$ cat src/rtl/job_control.sv
// job_control: PSL job-interface sequencer for the AFU.
// Decodes START/RESET, drives engine start/reset, reports done/error.
module job_control #(
  parameter int RESET_CYCLES = 4,
  parameter int DONE_DELAY   = 2
) (
  input  logic        clock,
  input  logic        reset_n,
  input  logic        job_valid,
  input  logic [7:0]  job_command,
  input  logic [63:0] job_address,
  output logic        job_running,
  output logic        job_done,
  output logic [63:0] job_error,
  output logic        job_cack,
  output logic        job_yield,
  output logic [63:0] wed,
  output logic        engine_start,
  output logic        engine_reset,
  input  logic        engine_done,
  input  logic        engine_error,
  input  logic [63:0] engine_error_code,
  input  logic        engine_idle
);

  localparam int CW =
    (RESET_CYCLES > 1) ? $clog2(RESET_CYCLES) : 1;
  localparam logic [CW-1:0] CNT_LOAD =
    CW'(RESET_CYCLES - 1);

  localparam logic [7:0] CMD_START = 8'h90;
  localparam logic [7:0] CMD_RESET = 8'h80;

  typedef enum logic [1:0] {
    IDLE,
    RUNNING,
    RESETTING
  } state_e;

  state_e                state_q, state_d;
  logic [CW-1:0]         cnt_q, cnt_d;
  logic [63:0]           wed_q, wed_d;
  logic [63:0]           err_q, err_d;
  logic                  run_q, run_d;
  logic                  start_q, start_d;
  logic                  ereset_q, ereset_d;
  logic [DONE_DELAY-1:0] done_q;
  logic                  done_req;
  logic                  cmd_start;
  logic                  cmd_reset;

  // Decode the single-cycle job command strobe.
  always_comb begin
    cmd_start = 1'b0;
    cmd_reset = 1'b0;
    if (job_valid) begin
      unique case (1'b1)
        (job_command == CMD_START): cmd_start = 1'b1;
        (job_command == CMD_RESET): cmd_reset = 1'b1;
        default: ;
      endcase
    end
  end

  // Next-state logic; RESET outranks completion everywhere.
  always_comb begin
    state_d  = state_q;
    cnt_d    = cnt_q;
    wed_d    = wed_q;
    err_d    = err_q;
    run_d    = run_q;
    start_d  = 1'b0;
    done_req = 1'b0;
    unique case (state_q)
      IDLE: begin
        if (cmd_start) begin
          wed_d   = job_address;
          start_d = 1'b1;
          run_d   = 1'b1;
          state_d = RUNNING;
        end else if (cmd_reset) begin
          cnt_d   = CNT_LOAD;
          run_d   = 1'b0;
          state_d = RESETTING;
        end
      end
      RUNNING: begin
        if (cmd_reset) begin
          cnt_d   = CNT_LOAD;
          run_d   = 1'b0;
          state_d = RESETTING;
        end else if (engine_done) begin
          run_d    = 1'b0;
          err_d    = engine_error ? engine_error_code
                                  : 64'd0;
          done_req = 1'b1;
          state_d  = IDLE;
        end
      end
      RESETTING: begin
        run_d = 1'b0;
        if (cmd_reset) begin
          cnt_d = CNT_LOAD;
        end else if (cnt_q == '0) begin
          if (engine_idle) begin
            wed_d    = 64'd0;
            err_d    = 64'd0;
            done_req = 1'b1;
            state_d  = IDLE;
          end
        end else begin
          cnt_d = cnt_q - CW'(1);
        end
      end
      default: begin
        state_d = IDLE;
      end
    endcase
    ereset_d = (state_d == RESETTING);
  end

  // Registered state and outputs.
  always_ff @(posedge clock or negedge reset_n) begin
    if (!reset_n) begin
      state_q  <= IDLE;
      cnt_q    <= '0;
      wed_q    <= 64'd0;
      err_q    <= 64'd0;
      run_q    <= 1'b0;
      start_q  <= 1'b0;
      ereset_q <= 1'b0;
    end else begin
      state_q  <= state_d;
      cnt_q    <= cnt_d;
      wed_q    <= wed_d;
      err_q    <= err_d;
      run_q    <= run_d;
      start_q  <= start_d;
      ereset_q <= ereset_d;
    end
  end

  // Done delay line, independent of the FSM state.
  always_ff @(posedge clock or negedge reset_n) begin
    if (!reset_n) begin
      done_q <= '0;
    end else begin
      done_q[0] <= done_req;
      for (int i = 1; i < DONE_DELAY; i++) begin
        done_q[i] <= done_q[i-1];
      end
    end
  end

  assign job_running  = run_q;
  assign job_done     = done_q[DONE_DELAY-1];
  assign job_error    = err_q;
  assign job_cack     = 1'b0;
  assign job_yield    = 1'b0;
  assign wed          = wed_q;
  assign engine_start = start_q;
  assign engine_reset = ereset_q;

endmodule

$ cat config.mk
export PLATFORM = sky130hd
export DESIGN_NAME = job_control
export DESIGN_NICKNAME = d
export VERILOG_FILES = /design/src/rtl/job_control.sv
export SDC_FILE = /design/constraint.sdc
export NUM_CORES = 1
export LEC_CHECK = 0
export CELL_PAD_IN_SITES_DETAIL_PLACEMENT = 0
export CELL_PAD_IN_SITES_GLOBAL_PLACEMENT = 1
export CORE_MARGIN = 3
export CORE_UTILIZATION = 29
export DETAILED_ROUTE_END_ITERATION = 12
export PLACE_DENSITY = 0.78
export SYNTH_ARGS = -nofsm -noshare
export SYNTH_HDL_FRONTEND = slang
export SYNTH_SLANG_ARGS = --single-unit
$ cat constraint.sdc
create_clock -name clock -period 2.05 [get_ports clock]
set_clock_uncertainty 0.1 [all_clocks]
set_input_delay 0.205 -clock clock [delete_from_list [all_inputs] [get_ports clock]]
set_output_delay 0.205 -clock clock [all_outputs]
set_load 0.05 [all_outputs]
==> flow_summary.toml <==
[run_status]
outcome = "finished, violations left"
violations = "negative setup slack"

[timing]
min_period_over_period_pct = 101
worst_pin_slew_ns = 0.568
fmax_mhz = 484
report.final.slew_viol_count = 0
timing.final.ws_setup_ns = -0.0145
fin_crit_ns = 2.06
relSlewSlack_pct = 62.0
setup_viol_count_final = 16
hold_violations = 0
rsz0062_at_grt = "true"

[setup_path]
rrSetupSlack_ns = 0.04
path_class = "input port to flop"
cp.required_ns = 2.24
r2r-end = "wed[37]$_DFFE_PN0P_"
endpoint_kind = "flop"
cp_cell_sequence = "clkdlybuf4s50_1 > or4_4 > nor2_4 > o32ai_4 > buf_6 > buf_12 > clkbuf_16 > mux2_4"
r2r_start = "state_q[0]$_DFF_PN0_"
crit_path_top_delay_cell = "or4_4"
path_max_fanout = 9
reg2regPathDepth = 8
critPathMaxStageDelay_ns = 0.58
critPathArrivalTime_ns = 2.26
cp-start-kind = "input port"

[clocking]
cts.sinks = 137
numCtsBuffers = 17
root_buffer = "clkbuf_16"
clock_path_buffers = 2
cts.clk_slew.worst_paths_ns = 0.06
cts_tree = "done"
htree_levels = 4
worstSkewPairLatency_ns = 0.41

[grt]
grt_max_degree = 59
grt_first_pass_wirelength_um = 28700
grt_overflow = 0
antenna_found_initial = 1
grtUsageTotal_pct = 15.7
grt_pass1_vias = 4994

[floorplan]
fp.dieW_um = 152
rows = 52
start_util_pct = 30.2
core_um2 = 20600
dieArea_um2 = 23300
die_h_um = 152
io_pins = 276

[routing]
route.detailed.drc = 0
ant_nets = 0
wl_per_cell_um = 16.7
firstDrtPassIters = 4
wl_um = 19000
drt_first_iter_violations = 140
vias_per_cell = 4.41
dr_total_vias = 5026

[layout]
fillers = 1887
area_delta_synth_final_pct = 66.2
design_area_um2 = 10300
diodes = 0
stdcell_count = 1139
seqCellArea_um2 = 3430
multi_input_area_um2 = 2660
drive_gt1_share_pct = 19.3
nets = 1003

[pwr]
ir_drop_mv = 0.902
powerDensity_nw_per_um2 = 1110
power_leakage_nw = 4.54
fin_total_pwr_mw = 11.5

[logic_synthesis]
yosysSeqAreaShare_pct = 55.1
yosysWarnings = 0
ys_ff_latch = 137
avgSynthCellArea_um2 = 11.3
synth_area_um2 = 6220
synth_ff_type = "dfrtp_1"
synth_edf_count = 0
syn_inst = 551
async_flop_share_pct = 100
synth.distinct_cells = 41

[worst_hold_path]
hold_class = "input port to asynchronous set/reset pin"

[placement]
hpwl_um = 13400
port_buffers = 273
place.gp.congestion = 0.759
dp.cells = 1097
place_area_um2 = 9510
dp_slack_ns = -0.345

[flow_run]
maxCapViolations = 0
==> cells in the mapped netlist (2+ instances only) <==
library cell / count / area (um2)
mux2_2: 4 / 45.0
mux2_4: 60 / 901
nand3_1: 3 / 15.0
and3_1: 2 / 12.5
inv_1: 6 / 22.5
o21ai_0: 65 / 325
buf_1: 2 / 7.51
nor2_1: 3 / 11.3
a21oi_1: 3 / 15.0
buf_6: 6 / 67.6
nor3_1: 2 / 10.0
nor2b_1: 67 / 419
a22oi_1: 2 / 15.0
clkbuf_1: 23 / 86.3
o311a_1: 2 / 20.0
nand2_1: 129 / 484
buf_2: 5 / 25.0
nor4_1: 2 / 12.5
ha_1: 5 / 62.6
mux2i_1: 2 / 20.0
dfrtp_1: 137 / 3430
buf_4: 2 / 15.0
==> worst max path at each step <==
stage | from | cells after the start | slack (ns) | to
6_report | job_command[1] | 8 | -0.01 | wed[37]$_DFFE_PN0P_
5_1_grt | state_q[0]$_DFF_PN0_ | 8 | -0.05 | wed[0]$_DFFE_PN0P_
3_5_place_dp | job_command[1] | 7 | -0.34 | wed[18]$_DFFE_PN0P_
2_1_floorplan | state_q[0]$_DFF_PN0_ | 7 | -0.08 | wed[10]$_DFFE_PN0P_
4_1_cts | state_q[0]$_DFF_PN0_ | 7 | 0.001 | wed[0]$_DFFE_PN0P_
3_3_place_gp | job_command[1] | 7 | -0.33 | wed[42]$_DFFE_PN0P_
==> timing repair <==
item / 4_1_cts / 5_1_grt
hold buffers: 1 / 0
resized for setup: 2 / 28
hold endpoints to repair: 42 / 0
pin swaps: 0 / 3
cloned: 0 / 5
setup endpoints to repair: 42 / 101
setup buffers: 0 / 4
==> worst max-delay path: cells and delay by family <==
family | cells | cell delay [ns]
buffers and inverters | 4 | 0.92
multiplexers | 1 | 0.29
AND/OR/NAND/NOR | 2 | 0.72
AO/OA/AOI/OAI | 1 | 0.12
==> through the flow <==
step                      setup TNS [ns]  utilization (%)  hold WS [ns]
after floorplan                    -4.60                -        -0.191
after global placement            -24.92             46.1        0.0958
after detailed placement          -26.71             46.1         0.102
after CTS                              0             48.9         0.206
after global routing               -2.12             50.1         0.212
final                             -0.117             50.1         0.234
==> power by group <==
group | internal, mW | total, mW | switching (mW) | leakage (nW)
Clock | 1.68 | 2.89 | 1.22 | 0.256
Sequential | 3.34 | 3.69 | 0.352 | 1.85
Combinational | 1.75 | 4.95 | 3.20 | 2.43
Total | 6.76 | 11.5 | 4.77 | 4.54
==> logic make-up after synthesis <==
logic type      Yosys count  share of synthesized area [%]
buf+inv                  44                           3.60
other cells               1                         0.0603
simple gates            217                           17.1
compound gates           81                           7.62
mux                      66                           15.5
fa+ha+maj                 5                           1.01
flops                   137                           55.1
==> registers in the layout, summed over array words and instances (netlist names) <==
name          count
engine_reset      1
engine_start      1
cnt_q             2
job_error        64
wed              64
done_q            2
job_running       1
state_q           2
==> placed cells by master, fill, tap and decap left out, types with 2 or more instances in the layout <==
| cell | n |
|---|---|
| mux2_4 | 60 |
| o21ai_0 | 58 |
| clkbuf_16 | 22 |
| dfrtp_1 | 137 |
| clkinv_2 | 2 |
| o21ai_1 | 7 |
| clkbuf_1 | 2 |
| inv_2 | 3 |
| inv_1 | 3 |
| nand2_1 | 127 |
| nand2_2 | 2 |
| conb_1 | 2 |
| nor3_1 | 2 |
| o311a_1 | 2 |
| inv_6 | 3 |
| mux2i_1 | 2 |
| nor4_2 | 2 |
| nand3_1 | 2 |
| clkinvlp_4 | 5 |
| nor2b_1 | 66 |
| nor2_1 | 3 |
| mux2_2 | 4 |
| a22oi_1 | 2 |
| ha_4 | 3 |
| clkdlybuf4s50_1 | 271 |
| a21oi_1 | 2 |
| buf_6 | 6 |
| clkinv_4 | 2 |
| buf_4 | 30 |
| buf_12 | 8 |
==> area by class of cell <==
class                      instances  area share, %
clock buffer                      19           4.19
tap                              270           3.27
timing repair buffer             323           32.3
clock inverter                    13           1.17
inverter                           6          0.218
sequential                       137           33.1
multi-input combinational        371           25.7
==> routing by layer <==
layer | up-vias | share of wire [%] | track usage [%]
met5 | - | 0.042 | 0
li1 | 2437 | - | -
met1 | 2354 | 45 | 21.0
met2 | 224 | 44 | 23.1
met3 | 9 | 10 | 6.59
met4 | 2 | 0.73 | 4.96
No activity file was read; power rests on OpenSTA's default activity.
